$ cat src/rtl/apb_pkg.sv
// Shared definitions for the APB master: FSM state encoding and the RegFile register map.
package apb_pkg;

    typedef enum logic [1:0] {
        ST_IDLE   = 2'd0,
        ST_SETUP  = 2'd1,
        ST_ACCESS = 2'd2,
        ST_RESP   = 2'd3
    } apb_state_t;

    // RegFile register map (byte-wide register addresses)
    localparam logic [7:0] internal_status_reg = 8'h00;
    localparam logic [7:0] GO_reg              = 8'h01;
    localparam logic [7:0] cent_1_reg          = 8'h02;
    localparam logic [7:0] cent_2_reg          = 8'h03;
    localparam logic [7:0] cent_3_reg          = 8'h04;
    localparam logic [7:0] cent_4_reg          = 8'h05;
    localparam logic [7:0] cent_5_reg          = 8'h06;
    localparam logic [7:0] cent_6_reg          = 8'h07;
    localparam logic [7:0] cent_7_reg          = 8'h08;
    localparam logic [7:0] cent_8_reg          = 8'h09;
    localparam logic [7:0] RAM_addr_reg        = 8'h0A;
    localparam logic [7:0] RAM_data_reg        = 8'h0B;
    localparam logic [7:0] first_ram_addr_reg  = 8'h0C;
    localparam logic [7:0] last_ram_addr_reg   = 8'h0D;

endpackage

$ cat src/rtl/apb_master.sv
// Single-command APB master: takes one command from a sequencer, runs one APB transfer
// with a bounded wait for pready, and returns exactly one response.
module apb_master
    import apb_pkg::*;
#(
    parameter int addrWidth = 8,
    parameter int dataWidth = 91,
    parameter int TIMEOUT   = 16
) (
    input  logic                 clk,
    input  logic                 rst,
    input  logic                 cmd_valid,
    output logic                 cmd_ready,
    input  logic                 cmd_write,
    input  logic [addrWidth-1:0] cmd_addr,
    input  logic [dataWidth-1:0] cmd_wdata,
    output logic                 rsp_valid,
    input  logic                 rsp_ready,
    output logic [dataWidth-1:0] rsp_rdata,
    output logic                 rsp_err,
    output logic                 psel,
    output logic                 penable,
    output logic                 pwrite,
    output logic [addrWidth-1:0] paddr,
    output logic [dataWidth-1:0] pwdata,
    input  logic [dataWidth-1:0] prdata,
    input  logic                 pready,
    output logic                 busy
);

    localparam int CNT_W = $clog2(TIMEOUT);
    localparam logic [CNT_W-1:0] CNT_LAST = CNT_W'(TIMEOUT - 1);

    apb_state_t           r_state;
    logic [CNT_W-1:0]     r_cnt;
    logic                 r_write;
    logic [addrWidth-1:0] r_addr;
    logic [dataWidth-1:0] r_wdata;
    logic [dataWidth-1:0] r_rdata;
    logic                 r_err;

    apb_state_t           w_state_next;
    logic [CNT_W-1:0]     w_cnt_next;
    logic                 w_write_next;
    logic [addrWidth-1:0] w_addr_next;
    logic [dataWidth-1:0] w_wdata_next;
    logic [dataWidth-1:0] w_rdata_next;
    logic                 w_err_next;

    always_ff @(posedge clk) begin
        if (rst) begin
            r_state <= ST_IDLE;
            r_cnt   <= '0;
            r_write <= 1'b0;
            r_addr  <= '0;
            r_wdata <= '0;
            r_rdata <= '0;
            r_err   <= 1'b0;
        end else begin
            r_state <= w_state_next;
            r_cnt   <= w_cnt_next;
            r_write <= w_write_next;
            r_addr  <= w_addr_next;
            r_wdata <= w_wdata_next;
            r_rdata <= w_rdata_next;
            r_err   <= w_err_next;
        end
    end

    always_comb begin
        w_state_next = r_state;
        w_cnt_next   = r_cnt;
        w_write_next = r_write;
        w_addr_next  = r_addr;
        w_wdata_next = r_wdata;
        w_rdata_next = r_rdata;
        w_err_next   = r_err;
        unique case (r_state)
            ST_IDLE: begin
                if (cmd_valid) begin
                    w_write_next = cmd_write;
                    w_addr_next  = cmd_addr;
                    w_wdata_next = cmd_wdata;
                    w_state_next = ST_SETUP;
                end
            end
            ST_SETUP: begin
                w_cnt_next   = '0;
                w_state_next = ST_ACCESS;
            end
            ST_ACCESS: begin
                // pready in the last allowed cycle still completes the transfer normally
                if (pready) begin
                    w_rdata_next = r_write ? '0 : prdata;
                    w_err_next   = 1'b0;
                    w_state_next = ST_RESP;
                end else if (r_cnt == CNT_LAST) begin
                    w_rdata_next = '0;
                    w_err_next   = 1'b1;
                    w_state_next = ST_RESP;
                end else begin
                    w_cnt_next = r_cnt + 1'b1;
                end
            end
            ST_RESP: begin
                if (rsp_ready) begin
                    w_state_next = ST_IDLE;
                end
            end
            default: w_state_next = ST_IDLE;
        endcase
    end

    assign cmd_ready = (r_state == ST_IDLE);
    assign busy      = (r_state != ST_IDLE);
    assign psel      = (r_state == ST_SETUP) || (r_state == ST_ACCESS);
    assign penable   = (r_state == ST_ACCESS);
    assign rsp_valid = (r_state == ST_RESP);
    assign rsp_rdata = r_rdata;
    assign rsp_err   = r_err;
    assign pwrite    = r_write;
    assign paddr     = r_addr;
    assign pwdata    = r_wdata;

endmodule

$ cat config.mk
export PLATFORM = sky130hd
export DESIGN_NAME = apb_master
export DESIGN_NICKNAME = d
export VERILOG_FILES = /design/src/rtl/apb_pkg.sv /design/src/rtl/apb_master.sv
export SDC_FILE = /design/constraint.sdc
export NUM_CORES = 1
export LEC_CHECK = 0
export ABC_AREA = 1
export BUFFER_PORTS_ARGS = -buffer_cell sky130_fd_sc_hd__buf_4
export CAP_MARGIN = 0
export CORE_AREA = 2 2 151 153
export CTS_CLUSTER_SIZE = 24
export DETAILED_ROUTE_END_ITERATION = 10
export DIE_AREA = 0 0 153 155
export SLEW_MARGIN = 20
export SYNTH_ARGS = -nofsm -noshare
export SYNTH_HDL_FRONTEND = slang
export SYNTH_SLANG_ARGS = --single-unit
$ cat constraint.sdc
create_clock -name clk -period 1.4 [get_ports clk]
set_input_delay 0 -clock clk [delete_from_list [all_inputs] [get_ports clk]]
set_output_delay 0 -clock clk [all_outputs]
set_load 0.01 [all_outputs]
==> reports/qor.yml <==
synthesis:
  synth_area_leaders: "dfxtp_1 54%, nor2_1 13%, o21ai_0 8.1%"
  yosysWarnings: 0
  ys_seq_area_frac: 0.545
  ys_async_sr_fraction: 0
  synth_edf_count: 0
  yosysUniqueCellTypes: 21
  yosys_register_bits: 198
  synth_fp_nets: 1104
  synth_top_area_share: 0.545
  synth_top_area_cell: "dfxtp_1"
  synthTopCellsByCount: "253 x nor2_1, 198 x dfxtp_1, 118 x o21ai_0"
  ys.flop_type: "dfxtp_1"
  synthCells: 904
  synth_area_sq_um: 7270
  yosysMostFrequentCell: "nor2_1"
  avgSynthCellArea_sq_um: 8.05
timing:
  holdWs_ps: 18.5
  hold_viol_final: 0
  rsz0062_at_grt: "true"
  worstMarginPinSlew_ps: 746
  fin_crit_ps: 1430
  fin_crit_sh: 1.02
  skew_ps: 25.4
  slew_violations: 0
  fmax_mhz: 701
  max_slew_margin: 0.503
  setup_viol: 11
  setup_ws_ps: -26.0
final_layout:
  final_area_sq_um: 13600
  final_core_util: 0.611
  final_nets: 1682
  area_growth_pct: 86.6
  drive_gt1_frac: 0.384
global_routing:
  grt_overflow: 0
  grt_max_degree: 87
  grt_pass1_vias: 8106
  grtUsageTotal: 0.216
  antenna_found_initial: 2
  grt_pass1_wl_mm: 41.6
place:
  io_buffer_count: 392
  place_congestion: 0.767
  place_area_sq_um: 10700
  dpl.hpwl_mm: 17.1
setup_path:
  critPathKind: "reg -> reg"
  worstPathRequired_ps: 1760
  cp_top_family: "buffers and inverters"
  critPathSlowestCell: "dfxtp_2"
  crit_chain: "inv_2 > ha_4 > nor3b_4 > buf_6 > buf_12 > nand2_2 > a21oi_2"
  cp-end-kind: "flip-flop"
  slowest_delay_ps: 340
  cp.arrival_ps: 1780
  cp_max_fo: 11
  startpoint_type: "flip-flop"
  crit_buf_inv: 3
pwr:
  comb_power_share: 0.413
  switching_power_uw: 7520
  power_frac_seq: 0.364
  swShare: 0.355
  ir_drop_uv: 769
  fin_total_pwr_uw: 21200
  power.internal_uw: 13700
  leakage_uw: 0.00616
  pwr_density_cell_nw_per_um2: 1560
  p_clk_frac: 0.223
cts:
  cts_root_buf: "clkbuf_16"
  cts_tree: "done"
  clk_path_buf_depth: 2
  htree_levels: 4
  path_clk_slew_ps: 80
  numClockSinks: 198
  numCtsBuffers: 17
  clk_latency_ps: 430
routing:
  wire_per_inst_microns: 15.5
  wirelength_mm: 27.5
  first_iter_violations: 456
  antenna_left: 0
  drt_first_pass_iters: 4
  vias_per_cell: 4.60
  remaining_drc_errors: 0
  via_count: 8189
floorplanning:
  die_area_sq_um: 23700
  start_util: 0.327
  num_io_pins: 393
  rows: 55
  core_area_sq_um: 22200
  die_w_microns: 153
  die_h_microns: 155
outcome:
  failed_checks: "negative setup slack"
  status: "complete, but fails checks"
flow_run:
  drv_cap: 0
min_path:
  hold_path_class: "in -> reg"
-- metrics by stage --
| stage | setup TNS [ps] | setup slack, ps | instances |
|---|---|---|---|
| 6_report | -107 | -26.0 | 1780 |
| 5_1_grt | -1670 | -117 | 1780 |
| 4_1_cts | -987 | -61.5 | 1772 |
| 3_5_place_dp | -942 | -88.3 | 1546 |
| 3_3_place_gp | -193 | -47.5 | 1546 |
| 2_1_floorplan | -1380 | -16.8 | 904 |
-- placed cells by master, fill, tap and decap left out, types with 5 or more instances in the layout --
| cell | instances |
|---|---|
| clkbuf_16 | 20 |
| buf_4 | 404 |
| buf_12 | 15 |
| nand2_2 | 34 |
| o21ai_2 | 15 |
| a21oi_1 | 59 |
| a21oi_2 | 37 |
| o21ai_1 | 96 |
| dfxtp_1 | 194 |
| clkinv_4 | 5 |
| nand2_1 | 72 |
| o21ai_0 | 34 |
| nand2_4 | 9 |
| dlygate4sd3_1 | 193 |
| inv_1 | 11 |
| nor2_1 | 253 |
| buf_6 | 5 |
-- tightest hold or removal path, stage by stage --
cell     delay (ps)
buf_4            80
o21ai_0          70
inv_1           110
nand3_2          70
nand2_1          50
nor2_1           30
-- power by group through the flow --
stage               registers (uW)  clock network (uW)  logic [uW]
finish                        7720                4710        8750
CTS                           7670                4850        8230
global placement              7750                   0        7580
detailed placement            7780                   0        7640
global route                  7870                5060        9530
floorplan                     8320                   0        3160
-- routing by layer --
metal	vias up	track usage	part of all wire
met5	-	0	0.00047
met4	2	0.0798	0.028
met3	48	0.0663	0.070
met2	303	0.369	0.49
met1	3755	0.255	0.41
li1	4081	-	-
-- final cells by class --
class	count	area, sq um
antenna	1	2.50
clock buffer	19	443
clock inverter	12	115
fill	1840	8650
inverter	16	71.3
multi-input combinational	624	3110
sequential	198	3970
tap	285	357
timing repair buffer	625	5510
-- what timing repair did --
action / in CTS / in global routing
pin swaps: 1 / 24
setup endpoints to repair: 89 / 173
hold buffers: 193 / 0
gates cloned: 1 / 4
setup buffers: 1 / 3
resized for setup: 12 / 143
endpoints found under the hold margin: 193 / 0
-- logic make-up (layout without fill, tap and decap cells) --
kind of cell,count (synthesis),after routing,synth area share
AOI/OAI and AO/OA,241,241,0.181
adders and majority gates,4,4,0.00688
buffers and inverters,82,672,0.0566
DFF,198,198,0.545
other,0,1,0
and+or+nand+nor,379,379,0.210
-- sequential cells by signal, summed over array words and instances (netlist names) --
name and count:
r_cnt 4, paddr 8, rsp_rdata 91, pwrite 1, rsp_err 1, r_state 2
pwdata 91
-- path summary, 6_finish.rpt --
path / from / to / slack (ps) / cells after the start
worst min-delay path: rsp_ready / r_state[0] / 20 / 6
worst max register to register: r_state[0] / rsp_rdata[68] / -30 / 7
worst max-delay path: r_state[0] / rsp_rdata[68] / -30 / 7
worst min register to register: rsp_err / rsp_err / 460 / 2
Note: power is estimated with default switching activity, not from simulation.
